**src/rtl/alu_sequencer.sv**
```systemverilog
// alu_sequencer: issue/capture controller in front of the 16-bit ALU.
// Takes one operation at a time, holds ctrl/a/b stable while the ALU
// settles, captures result and flags, maintains SREG with per-opcode
// update masks and evaluates branch conditions from SREG.

package constants;
    localparam logic [3:0] ALU_OP_ADD = 4'h0;
    localparam logic [3:0] ALU_OP_SUB = 4'h1;
    localparam logic [3:0] ALU_OP_AND = 4'h2;
    localparam logic [3:0] ALU_OP_OR  = 4'h3;
    localparam logic [3:0] ALU_OP_XOR = 4'h4;
    localparam logic [3:0] ALU_OP_NOR = 4'h5;
    localparam logic [3:0] ALU_OP_SLL = 4'h6;
    localparam logic [3:0] ALU_OP_SRL = 4'h7;
    localparam logic [3:0] ALU_OP_ROL = 4'h8;
    localparam logic [3:0] ALU_OP_SWP = 4'h9;
    localparam logic [3:0] ALU_OP_MUL = 4'hA;
    localparam logic [3:0] ALU_OP_RSV = 4'hF;
endpackage

module alu_sequencer (
    input  logic        clk,
    input  logic        resetn,
    input  logic        req_valid,
    output logic        req_ready,
    input  logic [3:0]  req_op,
    input  logic [15:0] req_a,
    input  logic [15:0] req_b,
    input  logic        req_setf,
    output logic        rsp_valid,
    input  logic        rsp_ready,
    output logic [15:0] rsp_y,
    output logic [4:0]  rsp_flags,
    output logic [3:0]  alu_ctrl,
    output logic [15:0] alu_a,
    output logic [15:0] alu_b,
    input  logic [15:0] alu_y,
    input  logic        alu_c,
    input  logic        alu_z,
    input  logic        alu_n,
    input  logic        alu_v,
    input  logic        alu_s,
    output logic [4:0]  sreg,
    input  logic        sreg_we,
    input  logic [4:0]  sreg_wdata,
    input  logic [2:0]  cond_sel,
    output logic        cond_true
);
    import constants::*;

    localparam logic [1:0] ST_IDLE = 2'd0;
    localparam logic [1:0] ST_EXEC = 2'd1;
    localparam logic [1:0] ST_CAPT = 2'd2;
    localparam logic [1:0] ST_RESP = 2'd3;

    // Bit positions inside the {S,V,N,Z,C} flag vectors.
    localparam int FLAG_C = 0;
    localparam int FLAG_Z = 1;
    localparam int FLAG_N = 2;
    localparam int FLAG_V = 3;
    localparam int FLAG_S = 4;

    logic [1:0]  state_q,     state_d;
    logic [3:0]  op_q,        op_d;
    logic [15:0] a_q,         a_d;
    logic [15:0] b_q,         b_d;
    logic        setf_q,      setf_d;
    logic [15:0] rsp_y_q,     rsp_y_d;
    logic [4:0]  rsp_flags_q, rsp_flags_d;
    logic [4:0]  sreg_q,      sreg_d;
    logic [4:0]  flags_new;

    // Apply the per-opcode mask: MUL leaves C/V architectural and rebuilds S.
    always_comb begin
        if (op_q == ALU_OP_MUL) begin
            flags_new         = 5'b0;
            flags_new[FLAG_C] = sreg_q[FLAG_C];
            flags_new[FLAG_Z] = alu_z;
            flags_new[FLAG_N] = alu_n;
            flags_new[FLAG_V] = sreg_q[FLAG_V];
            flags_new[FLAG_S] = alu_n ^ sreg_q[FLAG_V];
        end else begin
            flags_new = {alu_s, alu_v, alu_n, alu_z, alu_c};
        end
    end

    // Sequencer next-state and register updates.
    always_comb begin
        // NOTE: every signal gets a hold default first so no path leaves it unassigned, which would infer a latch.
        state_d     = state_q;
        op_d        = op_q;
        a_d         = a_q;
        b_d         = b_q;
        setf_d      = setf_q;
        rsp_y_d     = rsp_y_q;
        rsp_flags_d = rsp_flags_q;
        sreg_d      = sreg_q;
        case (state_q)
            ST_IDLE: begin
                if (sreg_we) begin
                    sreg_d = sreg_wdata;
                end
                if (req_valid) begin
                    op_d    = req_op;
                    a_d     = req_a;
                    b_d     = req_b;
                    setf_d  = req_setf;
                    state_d = ST_EXEC;
                end
            end
            ST_EXEC: begin
                state_d = ST_CAPT;
            end
            ST_CAPT: begin
                rsp_y_d     = alu_y;
                rsp_flags_d = flags_new;
                if (setf_q) begin
                    sreg_d = flags_new;
                end
                state_d = ST_RESP;
            end
            ST_RESP: begin
                if (rsp_ready) begin
                    state_d = ST_IDLE;
                end
            end
            default: begin
                state_d = ST_IDLE;
            end
        endcase
    end

    // State and datapath registers; reset discards any in-flight op.
    always_ff @(posedge clk or negedge resetn) begin
        // NOTE: every register here, datapath included, has a defined reset value because reset must visibly clear the outputs.
        if (!resetn) begin
            state_q     <= ST_IDLE;
            op_q        <= 4'h0;
            a_q         <= 16'h0000;
            b_q         <= 16'h0000;
            setf_q      <= 1'b0;
            rsp_y_q     <= 16'h0000;
            rsp_flags_q <= 5'b0;
            sreg_q      <= 5'b0;
        end else begin
            // NOTE: non-blocking assignments so every flop samples the pre-edge values of the others.
            state_q     <= state_d;
            op_q        <= op_d;
            a_q         <= a_d;
            b_q         <= b_d;
            setf_q      <= setf_d;
            rsp_y_q     <= rsp_y_d;
            rsp_flags_q <= rsp_flags_d;
            sreg_q      <= sreg_d;
        end
    end

    // Branch condition decode from architectural SREG.
    always_comb begin
        cond_true = 1'b1;
        case (cond_sel)
            3'd0: cond_true = 1'b1;
            3'd1: cond_true = sreg_q[FLAG_Z];
            3'd2: cond_true = ~sreg_q[FLAG_Z];
            3'd3: cond_true = sreg_q[FLAG_C];
            3'd4: cond_true = ~sreg_q[FLAG_C];
            3'd5: cond_true = sreg_q[FLAG_N];
            3'd6: cond_true = sreg_q[FLAG_S];
            3'd7: cond_true = ~sreg_q[FLAG_S];
            default: cond_true = 1'b1;
        endcase
    end

    assign req_ready = (state_q == ST_IDLE);
    assign rsp_valid = (state_q == ST_RESP);
    assign rsp_y     = rsp_y_q;
    assign rsp_flags = rsp_flags_q;
    assign alu_ctrl  = op_q;
    assign alu_a     = a_q;
    assign alu_b     = b_q;
    assign sreg      = sreg_q;

endmodule

```
**config.mk**
```make
export PLATFORM = sky130hd
export DESIGN_NAME = alu_sequencer
export DESIGN_NICKNAME = d
export VERILOG_FILES = /design/src/rtl/alu_sequencer.sv
export SDC_FILE = /design/constraint.sdc
export NUM_CORES = 1
export LEC_CHECK = 0
export BUFFER_PORTS_ARGS = -buffer_cell sky130_fd_sc_hd__buf_2
export CORE_MARGIN = 2
export CORE_UTILIZATION = 30
export CTS_CLUSTER_DIAMETER = 150
export DETAILED_ROUTE_END_ITERATION = 10
export PLACE_DENSITY = 0.54
export SLEW_MARGIN = 15
export SYNTH_ARGS = -nofsm -noshare
export SYNTH_HDL_FRONTEND = slang
export SYNTH_SLANG_ARGS = --single-unit
export TNS_END_PERCENT = 100
```
**constraint.sdc**
```tcl
create_clock -name clk -period 3.2 [get_ports clk]
set_input_delay 0.64 -clock clk [delete_from_list [all_inputs] [get_ports clk]]
set_output_delay 0.64 -clock clk [all_outputs]
set_load 0.02 [all_outputs]
```
-- Yosys cells after proc, flatten, opt, wreduce, memory -nomap -nowiden
Index checks and enable logic that the tools add are counted.
- add/sub/neg operators: 0
- multiply operators: 0
- div/mod/pow operators: 0
- order comparisons: 0
- equal/unequal tests: 15
- shift-type cells: 0
- mux-type cells: 8
- bitwise gates (word level): 4
- reduce and logical (&&, ||, !) cells: 6
- operator list (kind ; count):
    5-bit 2-to-1 mux ; 3
    3-bit == test, second input constant ; 4
    5-bit one-hot mux with 2 select lines ; 1
    1-bit one-hot mux with 8 select lines ; 1
    2-bit one-hot mux with 4 select lines ; 1
    3-bit by 2-bit == test with 1-bit output, second input constant ; 2
    2-bit == test, second input constant ; 2
    4-bit == test, second input constant ; 1
    2-bit 2-to-1 mux ; 2
    2-bit by 1-bit inequality test with 1-bit output, second input constant ; 2
    2-bit inequality test, second input constant ; 2
    2-bit AND reduction ; 2
    3-bit by 1-bit == test with 1-bit output, second input constant ; 1
    3-bit logical NOT ; 1
    1-bit inverter ; 3
    3-bit AND reduction ; 1
    2-bit by 1-bit == test with 1-bit output, second input constant ; 1
    2-bit logical NOT ; 1
    2-bit nonzero test ; 1
    1-bit bitwise XOR ; 1
- bits in registers: 65
- bits in latches: 0
- RAM bits: 0
- memory bits (read-only): 0
- bits of input ports: 71
- output and inout port bits: 65
- word-level logic and storage cells: 41
- memories kept: 0

-- Longest topological paths before layout
- depth after elaboration: 4
- gate-level depth with buffers: 7
- gate-level depth less buffers: 5

-- Worst setup path before layout
OpenSTA, ideal clock, no wires.
- path kind: input to output
- start point: input cond_sel[0]
- end point: output cond_true
- data arrival time: 1319 ps
- data required time: 2560 ps
- slack: 1241 ps
- stages: 3
- cells stage by stage: nor2b_1 -> a211o_1 -> a31oi_1
- cells in the longest elaborated chain, start to end: 2
- elaborated cells between the ends (all ways): 9
- RTL lines (item ; RTL line ; RTL):
    from (decl) ; 46 ; input logic [2:0] cond_sel,
    3-bit == test (tied with other cells) ; 161 ; case (cond_sel)
    1-bit one-hot mux with 8 select lines (*) ; 161 ;
    to (decl) ; 47 ; output logic cond_true
Mark *: on every way between the ends. The rest lies on a longest branch, timed or not.

-- Worst setup path after layout
- start point: register state_q[0]
- end point: register sreg_q[0] (netlist: sreg[0])
- cells in the longest elaborated chain, start to end: 3
- elaborated cells between the ends (all ways): 7
- RTL lines (item ; RTL line ; RTL):
    from (decl) ; 63 ; logic [1:0] state_q, state_d;
    from (signal assigned) ; 147 ; state_q <= state_d;
    2-bit == test / 2-bit logical NOT (equally long branches) ; 98 ; case (state_q)
    2-bit inequality test (no line) (tied with other cells) ; - ;
    3-bit AND reduction (no line) ; - ;
    to (signal assigned) ; 154 ; sreg_q <= sreg_d;
    to (decl) ; 70 ; logic [4:0] sreg_q, sreg_d;
Several ways; a longest one is shown, not always the timed one.
A chain may end at the register's enable or synchronous reset.

==> impl_metrics.json <==
{
  "required_ns": 3.42,
  "place.gp.congestion": 0.746,
  "io_pins": 136,
  "p_leak_nw": 1.87,
  "cts_tree": "done",
  "met2_length_mm": 2.75,
  "critical_path_class": "reg2reg",
  "hold_buffers": 0,
  "wl_met1_mm": 2.59,
  "drt_wl_total_mm": 6.08,
  "yosys.area.top_type_share_pct": 59.3,
  "post-route-drc-count": 0,
  "dieArea_um2": 9920,
  "worst_ep_arrival_time_ns": 2.40,
  "max_slew_margin_pct": 40.2,
  "timing.fmax_ghz": 0.457,
  "synth_most_common_cell": "dfrtp_1",
  "fin_worst_skew_ns": 0.00563,
  "r2r_start": "state_q[0]$_DFFE_PN0P_",
  "grt_pass1_vias": 2054,
  "first_pass_iters": 4,
  "syn_to_final_growth_pct": 36.1,
  "ys.flop_type": "dfrtp_1",
  "start_kind": "flip-flop",
  "crit_path_start": "state_q[0]$_DFFE_PN0P_",
  "cts_buffers": 9,
  "cts_max_path_buffers": 2,
  "crit_path_end_kind": "flip-flop",
  "avgSynthCellArea_um2": 14.4,
  "initial_core_util_pct": 31.1,
  "die_x_um": 99.6,
  "htreeDepth": 3,
  "viasPerCell": 4.61,
  "overflow": 0,
  "synth_fp_nets": 265,
  "top_layer": "met4",
  "drv_cap": 0,
  "drv_slew": 0,
  "wl_per_cell_um": 13.8,
  "dpl.hpwl_mm": 4.43,
  "setup-tns-final_ns": 0,
  "holdCritPathClass": "in2async",
  "min_period_over_period_pct": 68.4,
  "ys_seq_area_share_pct": 59.3,
  "port-buffer-count": 135,
  "cts_resized": 0,
  "yosys-top-cells-count": "65 x dfrtp_1, 55 x mux2_2, 10 x inv_1",
  "die_h_um": 99.6,
  "drive_gt1_share_pct": 63.7,
  "synth_area_um2": 2740,
  "synth-seq-cells": 65,
  "worst-path-max-fanout": 27,
  "drtIter0Drc": 45,
  "cts_root_buffer": "clkbuf_8",
  "ir_drop_mv": 0.455,
  "wl_met3_um": 645,
  "clock-sinks": 65,
  "synthDistinctLibCells": 28,
  "synthArstFlopShare_pct": 100,
  "status": "finished, final reports clean",
  "yosysTopAreaCell": "dfrtp_1",
  "antenna_left": 0,
  "synth_edf_count": 0,
  "rsz0062_at_grt": "false",
  "crit_path_cell_trace": "inv_1 -> ha_1 -> buf_4 -> and4b_1 -> a31o_2 -> a211o_1",
  "diodes": 0,
  "postCtsSetupRepairBufs": 0,
  "setup_violations": 0,
  "grt_usage_pct": 12.3,
  "grt_pass1_wl_mm": 9.48,
  "finalHoldViolations": 0,
  "vias": 2032,
  "num_rows": 34,
  "power_mw": 4.17,
  "period_needed_ns": 2.19,
  "core_area_um2": 8810,
  "cpPeakStageDelay_ns": 0.53,
  "layout.nets": 404,
  "grt_max_degree": 38,
  "ys_warn_count": 0,
  "synth.area.top_cells": "dfrtp_1 59%, mux2_2 23%, ha_1 1.8%",
  "antenna_found_initial": 0,
  "syn_inst": 190,
  "clk_pin_slew_ns": 0.07,
  "clk_latency_ns": 0.33,
  "cp_slowest_cell": "ha_1",
  "worst_pin_slew_ns": 0.894,
  "power_density_nw_per_um2": 1120
}
-- state kept, by name, indices dropped and copies added, names as in the netlist --
register   count
rsp_flags      5
sreg           5
rsp_y         16
state_q        2
alu_b         16
setf_q         1
alu_a         16
alu_ctrl       4
-- area by class of cell --
class	count	area, um^2
fill	872	5070
sequential	65	1630
multi-input combinational	106	1020
timing repair buffer	137	703
clock buffer	12	145
tap	108	135
clock inverter	3	65.1
inverter	10	37.5
-- per-stage QoR --
step                setup WS (ns)  area [um^2]  instances  util [%]  hold slack [ns]
global placement             1.04         3520        426      40.0            0.483
global route                0.840         3730        441      42.4            0.442
CTS                         0.982         3730        441      42.4            0.395
detailed placement           1.00         3520        426      40.0            0.488
floorplan                    1.24         2740        190         -            0.344
finish                       1.01         3730        441      42.4            0.378
-- cells by family (layout without fill, tap and decap cells) --
family / Yosys count / in the layout / synth area share [%]
simple gates: 21 / 21 / 4.66
xor+xnor: 2 / 2 / 0.639
fa+ha+maj: 4 / 4 / 1.83
flops: 65 / 65 / 59.3
compound gates: 16 / 16 / 4.02
buf+inv: 19 / 162 / 3.47
mux: 63 / 63 / 26.1
-- per-layer routing --
layer	up-vias	global-route usage (%)
li1	943	-
met2	95	19.0
met3	10	5.83
met4	0	5.69
met1	984	14.5
met5	-	0
-- worst max-delay path: cells and delay by family, from the launching register on --
family | cells | cell delay (ns)
buffers and inverters | 2 | 0.51
and+or+nand+nor | 1 | 0.23
adders and majority gates | 1 | 0.53
DFF | 1 | 0.38
AOI/OAI and AO/OA | 2 | 0.42
-- placed cells by master, fill, tap and decap left out, types with 3 or more instances in the layout --
cell type | synthesis | final
ha_1 | 4 | 4
nand2_1 | 6 | 6
mux2_2 | 55 | 55
inv_1 | 10 | 10
clkbuf_8 | 0 | 10
a211o_1 | 3 | 3
dfrtp_1 | 65 | 65
mux2_4 | 3 | 3
mux2i_1 | 5 | 5
nor2_1 | 3 | 3
buf_2 | 7 | 135
o21ai_0 | 4 | 4
-- power breakdown --
part	leakage [nW]	internal, mW	switching, mW
sequential	0.766	1.25	0.216
clock	0.106	0.455	0.302
combinational	1.00	0.860	1.09
total	1.87	2.56	1.61
-- worst paths after layout --
path	to	slack [ns]	cells past startpoint
setup / recovery	sreg[0]$_DFFE_PN0P_	1.01	6
hold / removal	rsp_flags[0]$_DFFE_PN0N_	0.38	1
setup reg to reg	sreg[0]$_DFFE_PN0P_	1.01	6
hold reg to reg	alu_b[7]$_DFFE_PN0P_	0.50	1
max in group asynchronous	alu_a[7]$_DFFE_PN0P_	2.17	2
min in group clk	alu_b[7]$_DFFE_PN0P_	0.50	1
No activity file was read; power rests on OpenSTA's default activity.
